==> src/rtl/unpacked_array_serializer.sv <==
// Captures an M-lane unpacked bit array and drains it lane 0 first over a valid/ready serial link.
// Optional even-parity trailer beat when UNPACKED_SERIALIZER_PARITY_EN is defined.
module unpacked_array_serializer #(
    parameter int M = 2
) (
    input  logic         clock,
    input  logic         rstn,
    input  logic         load,
    input  logic         din_u [0:M-1],
    output logic         busy,
    output logic         sout,
    output logic         sout_valid,
    input  logic         sout_ready,
    output logic         sout_last,
    output logic [0:M-1] word_q,
    output logic         overrun
);

    localparam int CNT_W = $clog2(M + 2);
    localparam logic [CNT_W-1:0] LAST_DATA_IDX = CNT_W'(M - 1);
`ifdef UNPACKED_SERIALIZER_PARITY_EN
    localparam logic [CNT_W-1:0] PARITY_IDX = CNT_W'(M);
`endif

    typedef enum logic [1:0] {
        S_IDLE,
        S_SHIFT
`ifdef UNPACKED_SERIALIZER_PARITY_EN
        , S_PARITY
`endif
    } state_t;

    state_t            r_state;
    state_t            w_state_nxt;
    logic [CNT_W-1:0]  r_idx;
    logic [CNT_W-1:0]  w_idx_nxt;
    logic [0:M-1]      r_shadow;
    logic              w_capture;
    logic              w_bit;
    logic              w_xfer;
    logic              w_final;

    // Shadow doubles as the packed snapshot: both change only on an accepted load.
    assign word_q = r_shadow;

    // NOTE: sequential state uses non-blocking assignments only; the shadow bank is
    // reset too, because word_q must read zero after reset.
    always_ff @(posedge clock) begin
        if (!rstn) begin
            r_state  <= S_IDLE;
            r_idx    <= '0;
            r_shadow <= '0;
        end else begin
            r_state <= w_state_nxt;
            r_idx   <= w_idx_nxt;
            if (w_capture) begin
                for (int i = 0; i < M; i++) r_shadow[i] <= din_u[i];
            end
        end
    end

    // Lane mux by equality compare keeps the index width independent of M.
    always_comb begin
        w_bit = 1'b0;
        for (int i = 0; i < M; i++) begin
            if (r_idx == CNT_W'(i)) w_bit = r_shadow[i];
        end
    end

    always_comb begin
        // NOTE: every combinational output gets a default first, so no path infers a latch.
        busy       = (r_state != S_IDLE);
        sout_valid = (r_state != S_IDLE);
        sout       = 1'b0;
        sout_last  = 1'b0;
        case (r_state)
            S_SHIFT: begin
                sout = w_bit;
`ifndef UNPACKED_SERIALIZER_PARITY_EN
                sout_last = (r_idx == LAST_DATA_IDX);
`endif
            end
`ifdef UNPACKED_SERIALIZER_PARITY_EN
            S_PARITY: begin
                sout      = ^r_shadow;
                sout_last = 1'b1;
            end
`endif
            default: ;
        endcase
    end

    assign w_xfer  = sout_valid && sout_ready;
    assign w_final = w_xfer && sout_last;

    always_comb begin
        w_state_nxt = r_state;
        w_idx_nxt   = r_idx;
        w_capture   = 1'b0;
        overrun     = 1'b0;
        case (r_state)
            S_IDLE: begin
                if (load) begin
                    w_capture   = 1'b1;
                    w_idx_nxt   = '0;
                    w_state_nxt = S_SHIFT;
                end
            end
            default: begin
                if (w_final) begin
                    // A load coinciding with the final transfer restarts without a bubble.
                    w_capture   = load;
                    w_idx_nxt   = '0;
                    w_state_nxt = load ? S_SHIFT : S_IDLE;
                end else begin
                    overrun = load && rstn;
                    if (w_xfer) begin
`ifdef UNPACKED_SERIALIZER_PARITY_EN
                        if (r_idx == LAST_DATA_IDX) begin
                            w_idx_nxt   = PARITY_IDX;
                            w_state_nxt = S_PARITY;
                        end else begin
                            w_idx_nxt = r_idx + CNT_W'(1);
                        end
`else
                        w_idx_nxt = r_idx + CNT_W'(1);
`endif
                    end
                end
            end
        endcase
    end

endmodule

==> config.mk <==
export PLATFORM = sky130hd
export DESIGN_NAME = unpacked_array_serializer
export DESIGN_NICKNAME = d
export VERILOG_FILES = /design/src/rtl/unpacked_array_serializer.sv
export SDC_FILE = /design/constraint.sdc
export NUM_CORES = 1
export LEC_CHECK = 0
export BUFFER_PORTS_ARGS = -buffer_cell sky130_fd_sc_hd__buf_2
export CORE_AREA = 2 2 39 41
export CTS_CLUSTER_SIZE = 30
export DETAILED_ROUTE_END_ITERATION = 10
export DIE_AREA = 0 0 41 43
export GPL_TIMING_DRIVEN = 1
export PLACE_DENSITY = 0.5
export RECOVER_POWER = 100
export SLEW_MARGIN = 20
export SYNTH_ARGS = -nofsm -noshare
export SYNTH_HDL_FRONTEND = slang
export SYNTH_SLANG_ARGS = --single-unit
==> constraint.sdc <==
create_clock -name clock -period 1.3 [get_ports clock]
set_input_delay 0.26 -clock clock [delete_from_list [all_inputs] [get_ports clock]]
set_output_delay 0.26 -clock clock [all_outputs]
set_load 0.01 [all_outputs]
==> reports/results.txt <==
run status - complete, but fails checks
failing checks - negative setup slack
critical path class - flop to output port
multi-input logic area - 207.7 um^2
gpl congestion - 0.6413
fin nets - 64
Worst-Margin Slew - 165.3 ps
post-synthesis register bit count - 5
setup slack after layout - -171.4 ps
max cap viols - 0
Yosys cell types - 19
Hold Path Class - primary input to flop
PD cells - 984.4 nW/um^2
Fill cells - 152
total gr overflow - 0
Post-Synthesis Cell Area - 295.3 um^2
CTS Buf Count - 3
EDFF count, synth - 0
Syn Area/Cell - 8.685 um^2
Synth Area in XOR/XNOR - 0%
Post-Synth Adder-Cell Area - 8.475%
DIE WIDTH - 41 um
cell taking the most area after synthesis - dfxtp_1
worst path required time - 1040 ps
HPWL after DPL - 489.6 um
initial antenna violation count - 0
drt wl/cell - 11.45 um
Avg Vias per Cell - 4.338
Simple-Gate Fraction of Synth Area - 25.42%
pin count of the biggest net entering global routing - 9
Die Footprint - 1763 um^2
Root Driver - clkbuf_4
Synth top cells by count - 6 x nand2_1, 5 x dfxtp_1
top-count cell post-synth - nand2_1
FP Rows - 14
DRC Markers - 0
fin crit period - 1471 ps
global-route wire length before repair - 1173 um
clk_lat worst skew - 250 ps
Pre-antenna DRT Iters - 2
total track usage - 10.22%
routed wl met2 - 387 um
register area - 105.1 um^2
CP bufs+invs - 2
LEAKAGE - 0.2280 nW
critical path's slowest cell - dfxtp_2
Syn Inst Count - 34
Compound-Gate Fraction of Synth Area - 19.07%
Slew HR - 88.95%
post-synthesis mux area share - 6.780%
ys async rst share - 0%
R2R setup slack - 170 ps
unrepaired setup endpoints after global routing - yes
chip height - 43 um
CTS tree - built
CTS hold repair buffers - 0
ys flop type - dfxtp_1
Mapped Nets - 42
area fraction of the dominant cell type after synthesis - 33.90%
wl on met1 - 353 um
Antenna diodes - 0
top sig layer - met3
slowest stage delay, CP - 330 ps
crit path launch type - flop
Crit. End Element - output port
Syn. warnings - 0
delay-heaviest family, CP - flip-flops
Vias - 308
FMAX - 0.6796 GHz
Port Buf Inserts - 12
Seq/Total Area, Yosys - 33.90%
routed wire length - 813 um
Hold Fails Final Rpt - 0
drt first-iter violations - 2
Sum Neg Setup Slack - -489.3 ps
CP Cell Sequence - inv_4 > ha_4 > a21boi_2 > and3_1 > buf_2
clock slew seen by the registers of the worst setup and hold paths - 50 ps
H-tree levels - 1
fraction of layout cells with a size suffix above 1 - 54.55%
main combinational cell family by area after synthesis - simple AND/OR/NAND/NOR gates
Max VDD drop - 0.4534 mV
area grow syn2layout - 65.68%
top post-synthesis cells by area - dfxtp_1 34%, ha_1 8.5%, nand2_1 7.6%
Bufs on Longest Clock Path - 2
met3 WL - 72 um
Initial Util - 21.34%
Core Footprint - 1384 um^2
Final Util - 35.35%
vias in the first global route - 287
crit path max fanout - 5
Tcrit/Tclk final - 113.2%
top-level I/O count - 13
post-route ant nets - 0
Slew Limit Fails - 0
# setup viols final - 3
clock sinks - 5
Setup Skew - 4.533 ps
Arr. time, crit path - 1210 ps
==> logic make-up after synthesis <==
kind of cell / Yosys count
AO/OA/AOI/OAI: 7
buffers and inverters: 4
adder cells (fa/ha/maj): 2
flip-flops: 5
AND/OR/NAND/NOR: 14
multiplexers: 2
==> worst reg2reg max path, delay by kind of cell (launching register included) <==
| family | cells | cell delay [ps] |
|---|---|---|
| AOI/OAI and AO/OA | 1 | 60 |
| DFF | 1 | 320 |
| buffers and inverters | 2 | 220 |
| adders and majority gates | 1 | 160 |
| and+or+nand+nor | 1 | 120 |
| muxes | 1 | 170 |
==> area by class of cell <==
cell class / count / share of cell area, %
Tap cell: 16 / 4.092
Timing Repair Buffer: 19 / 24.04
Clock buffer: 4 / 5.371
Multi-Input combinational cell: 25 / 42.46
Sequential cell: 5 / 21.48
Inverter: 2 / 2.558
==> sequential cells by signal, indices dropped and copies added, names as in the netlist <==
register and flops:
r_idx 2, r_state 1, word_q 2
==> path summary, 6_finish.rpt <==
path | startpoint | cells past startpoint | to
setup / recovery | r_idx[1] | 5 | overrun
hold / removal | din_u[1] | 3 | word_q[0]
setup reg to reg | r_idx[1] | 6 | word_q[1]
hold reg to reg | word_q[0] | 2 | word_q[0]
==> repair_timing <==
action	CTS	global route
pin swaps	4	5
hold endpoints to repair	0	0
buffers inserted	4	1
endpoints found under the setup margin	5	5
resized for setup	11	3
==> through the flow <==
| stage | setup WS, ps | power [W] | cell area, um^2 | instances | hold slack (ps) |
|---|---|---|---|---|---|
| after floorplan | 78.72 | 0.0002267 | 295.3 | 34 | 384.0 |
| after global placement | 11.86 | 0.0002637 | 386.6 | 63 | 469.4 |
| after detailed placement | -12.60 | 0.0002633 | 386.6 | 63 | 467.1 |
| after CTS | -182.9 | 0.0004788 | 473.0 | 71 | 252.3 |
| after global routing | -253.9 | 0.0005136 | 489.2 | 71 | 266.5 |
| final | -171.4 | 0.0004816 | 489.2 | 71 | 260.5 |
==> power breakdown <==
part	leakage, nW	total [W]	switching, W	internal, W
sequential	0.0423	0.000175	0.00000989	0.000165
clock	0.0150	0.000188	0.0000715	0.000117
combinational	0.171	0.000119	0.0000537	0.0000652
==> placed cells by master (no fill, tap or decap), types with 2 or more instances in the layout <==
cell type | Yosys | layout
buf_2 | 0 | 10
buf_4 | 1 | 7
clkbuf_1 | 0 | 2
clkbuf_4 | 0 | 3
dfxtp_1 | 5 | 3
ha_4 | 0 | 2
inv_4 | 0 | 2
mux2i_1 | 2 | 2
nand2_1 | 6 | 6
nor2_1 | 2 | 2
o21ai_0 | 2 | 2
o221a_1 | 2 | 2
==> layer usage <==
metal / up-vias / global-route usage (%)
li1: 159 / -
met1: 136 / 11.82
met2: 13 / 15.63
met3: 0 / 6.283
met4: 0 / 2.000
met5: - / 0
Note: power is estimated with default switching activity, not from simulation.
